File: src/rtl/inst_enc.sv
// inst_enc: encodes RV32I instruction fields into 32-bit words and writes them
// sequentially into an instruction memory, one word per two cycles.
module inst_enc #(
  parameter int AW = 6
) (
  input  logic          clk,
  input  logic          rst,
  input  logic          clear,
  input  logic          in_valid,
  output logic          in_ready,
  input  logic [2:0]    cls,
  input  logic [3:0]    alu_op,
  input  logic [4:0]    rd,
  input  logic [4:0]    rs1,
  input  logic [4:0]    rs2,
  input  logic [31:0]   imm,
  output logic          im_we,
  output logic [AW-1:0] im_addr,
  output logic [31:0]   im_data,
  output logic          err,
  output logic          full,
  output logic [AW:0]   cnt
);
  typedef enum logic [1:0] {IDLE, WR, FULL} state_t;
  state_t state;
  logic [AW-1:0] ptr;
  logic [31:0] enc;
  logic bad;
  logic [2:0] f3;
  assign f3 = alu_op[2:0];
  always_comb begin
    enc = '0;
    bad = 1'b0;
    case (cls)
      3'd0: begin
        enc = {1'b0, alu_op[3], 5'b0, rs2, rs1, f3, rd, 7'b0110011};
        bad = alu_op[3] && f3 != 3'b000 && f3 != 3'b101;
      end
      3'd1: begin
        enc = f3 == 3'b001 ? {7'b0, imm[4:0], rs1, 3'b001, rd, 7'b0010011} :
              f3 == 3'b101 ? {1'b0, alu_op[3], 5'b0, imm[4:0], rs1, 3'b101, rd, 7'b0010011} :
                             {imm[11:0], rs1, f3, rd, 7'b0010011};
        bad = alu_op[3] && f3 != 3'b101;
      end
      3'd2: enc = {imm[31:12], rd, 7'b0110111};
      3'd3: enc = {imm[11:0], rs1, 3'b010, rd, 7'b0000011};
      3'd4: enc = {imm[11:5], rs2, rs1, 3'b010, imm[4:0], 7'b0100011};
      3'd5: begin
        enc = {imm[12], imm[10:5], rs2, rs1, 3'b000, imm[4:1], imm[11], 7'b1100011};
        bad = imm[0];
      end
      3'd6: begin
        enc = {imm[20], imm[10:1], imm[11], imm[19:12], rd, 7'b1101111};
        bad = imm[0];
      end
      3'd7: enc = {imm[11:0], rs1, 3'b000, rd, 7'b1100111};
    endcase
  end
  // im_data only loads on a legal accept, so it holds between writes
  always_ff @(posedge clk or posedge rst) begin
    if (rst) begin
      state   <= IDLE;
      ptr     <= '0;
      cnt     <= '0;
      im_data <= '0;
      err     <= 1'b0;
    end else begin
      err <= 1'b0;
      if (clear) begin
        state <= IDLE;
        ptr   <= '0;
        cnt   <= '0;
      end else begin
        case (state)
          IDLE: if (in_valid) begin
            if (bad) err <= 1'b1;
            else begin
              im_data <= enc;
              state   <= WR;
            end
          end
          WR: begin
            ptr   <= ptr + 1'b1;
            cnt   <= cnt + 1'b1;
            state <= &ptr ? FULL : IDLE;
          end
          default: ;
        endcase
      end
    end
  end
  assign im_we    = state == WR;
  assign im_addr  = ptr;
  assign in_ready = state == IDLE;
  assign full     = state == FULL;
endmodule

File: config.mk
export PLATFORM = sky130hd
export DESIGN_NAME = inst_enc
export DESIGN_NICKNAME = d
export VERILOG_FILES = /design/src/rtl/inst_enc.sv
export SDC_FILE = /design/constraint.sdc
export NUM_CORES = 1
export LEC_CHECK = 0
export BUFFER_PORTS_ARGS = -buffer_cell sky130_fd_sc_hd__buf_2
export CORE_ASPECT_RATIO = 0.6
export CORE_UTILIZATION = 48
export CTS_CLUSTER_DIAMETER = 120
export DETAILED_ROUTE_END_ITERATION = 8
export PLACE_DENSITY_LB_ADDON = 0.1
export SYNTH_ARGS = -nofsm -noshare
export SYNTH_HDL_FRONTEND = slang
export SYNTH_SLANG_ARGS = --single-unit
File: constraint.sdc
create_clock -name clk -period 2 [get_ports clk]
set_clock_uncertainty 0.15 [all_clocks]
set_input_delay 0.2 -clock clk [delete_from_list [all_inputs] [get_ports clk]]
set_output_delay 0.2 -clock clk [all_outputs]
set_load 0.01 [all_outputs]
## Word-level counts from Yosys, hierarchy flattened

Cells that the tools add are included.

| word-level totals | value |
|---|---|
| flip-flop bits (word level) | 48 |
| memories | 0 |
| latch bits | 0 |
| output and inout port bits | 49 |
| bits in read-only memories | 0 |
| input port bits | 58 |
| word-level logic and storage cells | 52 |
| memory bits (writable) | 0 |

| operators by class | value |
|---|---|
| bitwise gates (word level) | 2 |
| divide/modulo/power cells | 0 |
| muxes and demuxes | 17 |
| shift operators | 0 |
| order comparisons | 0 |
| equal/unequal tests | 14 |
| reductions and logical operators | 12 |
| $add $sub $neg | 2 |
| multipliers | 0 |

Operators by type and width:

| cell | number |
|---|---|
| $pmux W32 S8 | 1 |
| $mux W32 | 2 |
| $eq A3 B3 Y1 const B | 5 |
| $mux W7 | 2 |
| $mux W6 | 2 |
| $ne A3 B3 Y1 const B | 3 |
| $mux W2 | 4 |
| $add A7 B1 Y7 const B | 1 |
| $add A6 B1 Y6 const B | 1 |
| $eq A3 B1 Y1 const B | 2 |
| $eq A3 B2 Y1 const B | 2 |
| $reduce_and A6 Y1 | 1 |
| $reduce_bool A3 Y1 | 2 |
| $mux W1 | 4 |
| $pmux W2 S2 | 1 |
| $reduce_and A4 Y1 | 1 |
| $logic_and A1 B1 Y1 | 3 |
| $logic_not A3 Y1 | 1 |
| $pmux W1 S3 | 1 |
| $reduce_and A3 Y1 | 1 |
| $eq A2 B1 Y1 const B | 1 |
| $eq A2 B2 Y1 const B | 1 |
| $logic_not A2 Y1 | 1 |
| $not A1 Y1 | 2 |
| other kinds (2) | 2 |

## Logic depth before layout (Yosys ltp)

| logic depth | value |
|---|---|
| depth after elaboration | 8 |
| depth in mapped cells | 7 |
| depth with buffers taken out | 5 |

## Worst setup path after synthesis

Ideal clock, no wire load.

| timing path | value |
|---|---|
| path kind | input to register |
| start point | input port cls[1] |
| end point | register im_data[25] |
| path slack | 0.010 ns |
| path buffers | 3 |
| required time | 1.725 ns |
| data arrival time | 1.715 ns |
| library setup time | 0.125 ns |
| stages on the path | 7 |
| cell sequence | buf_6 -> or3b_1 -> o32a_1 -> nor2b_4 -> buf_6 -> buf_6 -> mux2_4 |

| on the way | value |
|---|---|
| longest elaborated chain between the ends | 5 |
| elaborated cells on any way between the ends | 13 |
| classes of those cells | eq/ne: 7; mux: 2; bitwise: 1; reduce/logical: 3 |

RTL lines:

| item | line | RTL |
|---|---|---|
| from (decl) | 11 | `input logic [2:0] cls,` |
| $eq A3 B3 Y1 | 34 | `case (cls)` |
| $reduce_or A2 Y1 (no source line) | -- |  |
| $pmux W1 S3 | 34 |  |
| $not A1 Y1 (no source line) | -- |  |
| $reduce_and A4 Y1 (no source line) | -- |  |
| to (signal assigned) | 78 | `im_data <= enc;` |
| to (decl) | 19 | `output logic [31:0] im_data,` |

Parallel ways exist; a longest one is shown, timed or not.
A chain may end at the register's enable or synchronous reset.

## Worst setup path after layout

| timing path | value |
|---|---|
| start point | register state[0] |
| end point | register im_data[19] |

| on the way | value |
|---|---|
| longest elaborated chain between the ends | 2 |

RTL lines:

| item | line | RTL |
|---|---|---|
| from (decl) | 25 | `state_t state;` |
| from (signal assigned) | 85 | `state <= &ptr ? FULL : IDLE;` |
| $logic_not A2 Y1 | 74 | `case (state)` |
| $reduce_and A4 Y1 (no source line) | -- |  |

No other way between the ends.

==> metrics.md <==
| Metric | Value |
|---|---|
| CTS Root Cell | `clkbuf_8` |
| Final antenna diode count | `0` |
| Gr usage total | `between 20% and 30%` |
| Post-synth EDFFs | `0` |
| Clock share of power | `a little over a quarter` |
| Std cell rows | `20` |
| Most frequent cell after synthesis | `dfrtp_1` |
| Fraction of registers with async set/reset | `100%` |
| Area fraction of the dominant cell type after synthesis | `a little under half` |
| Rel. slew slack | `between 60% and 70%` |
| Sequential cell fraction of total power | `between 40% and 50%` |
| Worst Path Max Fanout | `14` |
| Slowest cell on the critical path | `dfrtp_1` |
| Comb pwr share | `approximately 28%` |
| Synth Area in XOR/XNOR | `3.70%` |
| Final hold viol count | `0` |
| Worst-Skew Late Latency | `0.30 ns` |
| Largest net degree at the start of global routing | `28` |
| FILL cells | `about 430` |
| Avg Inst Size Synth | `between 10 and 15 um^2` |
| Worst reg2reg setup slack | `around 0.22 ns` |
| Die height | `roughly 59 um` |
| Int Pwr | `1.94 mW` |
| Final min period | `1.78 ns` |
| Biggest cell delay along the critical path | `0.39 ns` |
| Final core utilization | `slightly below 70%` |
| CTS clk-pin slew, worst paths | `0.09 ns` |
| WP data arrival | `about 1.8 ns` |
| #FFs+latches synth | `47` |
| Yosys cell types | `between 40 and 50` |
| Maximum VDD drop | `just under 400 uV` |
| Die X | `97.0 um` |
| HP Class | `input port to flip-flop` |
| Leakage | `roughly 1.8 nW` |
| Pwr Density | `a little under 800 mW/mm^2` |
| CTS max path bufs | `2` |
| First-pass DRT Iterations | `4` |
| Nature of the critical path endpoint | `flip-flop` |
| Overflow after GRT | `0` |
| Worst-Margin Slew | `about 0.46 ns` |
| Synth Area in Adders | `less than 1%` |
| Synthesized area | `about 0.0026 mm^2` |
| Final setup margin | `roughly 0.22 ns` |
| Core region area | `0.00513 mm^2` |
| RSZ-0062 raised after global routing | `false` |
| I/O pin count | `roughly 110` |
| Full die area | `about 0.0057 mm^2` |
| Max-slew violation count | `0` |
| Post-synthesis simple-gate area fraction | `13.0%` |
| Net Sw Frac | `roughly 28%` |
| # placed instances | `about 400` |
| TritonCTS clock tree | `yes` |
| Layout cells sized above 1 | `50.4%` |
| Total number of vias | `between 2000 and 2500` |
| Period Utilization, post-route | `between 80% and 90%` |
| DRC Markers | `0` |
| CP cell instances | `nor2_1, nand3b_1, nor2b_4, buf_12, mux2_2` |
| Mux contribution to synthesized area | `22.0%` |
| Final wirelength | `roughly 6.1 mm` |
| Main synth FF type | `dfrtp_1` |
| Syn Nets | `286` |
| Area growth syn-to-layout | `33.0%` |
| Vias in the first global route | `a little under 2000` |
| Max frequency | `~560 MHz` |
| Via density | `between 5 and 6` |
| H-Tree Depth | `2` |
| Port buffer count | `around 110` |
| Dominant cell type by area after synthesis | `dfrtp_1` |
| Seq/Total Area, Yosys | `45.2%` |
| Most frequent cells after synthesis | `47 x dfrtp_1, 21 x mux2_4, 17 x nor2_1` |
| Run status | `finished clean` |
| Final setup violation count | `0` |
| Crit path required time | `2.04 ns` |
| Main combinational cell family by area after synthesis | `multiplexers` |
| Max_cap viols | `0` |
| Detailed Place HPWL | `4.52 mm` |
| Routed length per placed instance | `approximately 15 um` |
| Crit start category | `flip-flop` |
| Setup WS pre-CTS | `-0.434 ns` |
| Critical path class | `flip-flop to flip-flop` |
| Setup TNS | `0 ns` |
| TritonCTS Buffers | `5` |
| Power, Total | `2.68 mW` |
| Area contributors post-synth | `dfrtp_1 45%, mux2_4 12%, mux2_2 5.6%` |
| Net count, final | `410` |
| CTS Sinks | `47` |
| Initial Utilization | `50.7%` |
| Antenna Violating Nets Remaining | `0` |
| Yosys warnings | `0` |
| First-pass GRT wire length | `around 9.8 mm` |
| Initial antenna violation count | `0` |
| RePlAce Congestion | `between 0.7 and 0.8` |
| Switching power | `0.744 mW` |
| DRT iter0 DRCs | `a little over 80` |
| Compound-Gate Fraction of Synth Area | `8.80%` |
| Finished Layout Cells | `around 420` |
| Syn Inst Count | `about 230` |
[area by class of cell]
cell class                      instances  area (um^2)  area share, %
Tap cell                               66         82.6           2.39
Multi-Input combinational cell        152         1270           36.8
Clock buffer                            6         82.6           2.39
Clock inverter                          2         35.0           1.01
Sequential cell                        47         1180           34.0
Timing Repair Buffer                  132          766           22.1
Inverter                               12         45.0           1.30
[routing by layer]
layer | global-route usage [%] | vias to the layer above | wire length, um | part of all wire [%]
met4 | 5.12 | 0 | 44 | 0.72
li1 | - | 1040 | - | -
met1 | 34.7 | 1019 | 3190 | 52
met2 | 31.1 | 83 | 2410 | 40
met5 | 0 | - | 0 | 0
met3 | 5.42 | 7 | 428 | 7.0
[metrics by stage]
step	hold slack, ns	cell area (um^2)
2_1_floorplan	0.113	2600
3_3_place_gp	0.0891	3260
3_5_place_dp	0.0920	3260
4_1_cts	0.0921	3430
5_1_grt	0.0967	3460
6_report	0.0969	3460
[timing repair]
item,CTS,global route
hold buffers,1,0
gates cloned,1,0
endpoints found under the hold margin,20,0
setup buffers,2,3
endpoints found under the setup margin,32,10
gates resized for setup,1,0
[flip-flops by register name, indices dropped and copies added, names as in the netlist]
signal,count
err,1
cnt,7
im_addr,6
state,2
im_data,31
[kinds of logic (layout without fill, tap and decap cells)]
family / after synthesis / after routing
flops: 47 / 47
mux: 45 / 45
buf+inv: 28 / 152
simple gates: 62 / 63
fa+ha+maj: 2 / 2
compound gates: 31 / 31
xor+xnor: 11 / 11
[power groups by stage]
stage	logic (mW)	clock network (mW)	registers (mW)
6_report	0.764	0.714	1.21
5_1_grt	0.830	0.769	1.22
4_1_cts	0.761	0.733	1.21
3_5_place_dp	0.746	0	1.22
3_3_place_gp	0.734	0	1.22
2_1_floorplan	0.370	0	1.29
[cells in the final DEF, fill, tap and decap left out, drive strengths merged, types with 2 or more instances in the layout]
cell    count
inv        12
and3        2
nand2b      4
ha          2
xnor2       4
a22o        7
a31oi       2
mux2i      11
o221ai      5
dfrtp      47
xor2        7
nand3b      2
nand4       3
nor2b      10
nor3        5
clkbuf      6
mux2       34
nand2      10
buf       131
nor2       17
o21ai       8
a21oi       3
[critical path: cells and delay by family, from the launching register on]
kind	cells	cell delay, ns
muxes	1	0.34
buffers and inverters	1	0.17
and+or+nand+nor	3	0.61
DFF	1	0.39
[path summary, 6_finish.rpt]
check,endpoint,cells past startpoint,from
setup / recovery,im_data[19]$_DFFE_PP0P_,5,state[0]$_DFFE_PP0P_
hold / removal,im_data[23]$_DFFE_PP0P_,3,rs2[3]
setup reg to reg,im_data[19]$_DFFE_PP0P_,5,state[0]$_DFFE_PP0P_
hold reg to reg,im_data[20]$_DFFE_PP0P_,1,im_data[20]$_DFFE_PP0P_
max in group asynchronous,im_data[14]$_DFFE_PP0P_,4,rst
min in group asynchronous,im_data[21]$_DFFE_PP0P_,3,rst
Note: power is estimated with default switching activity, not from simulation.
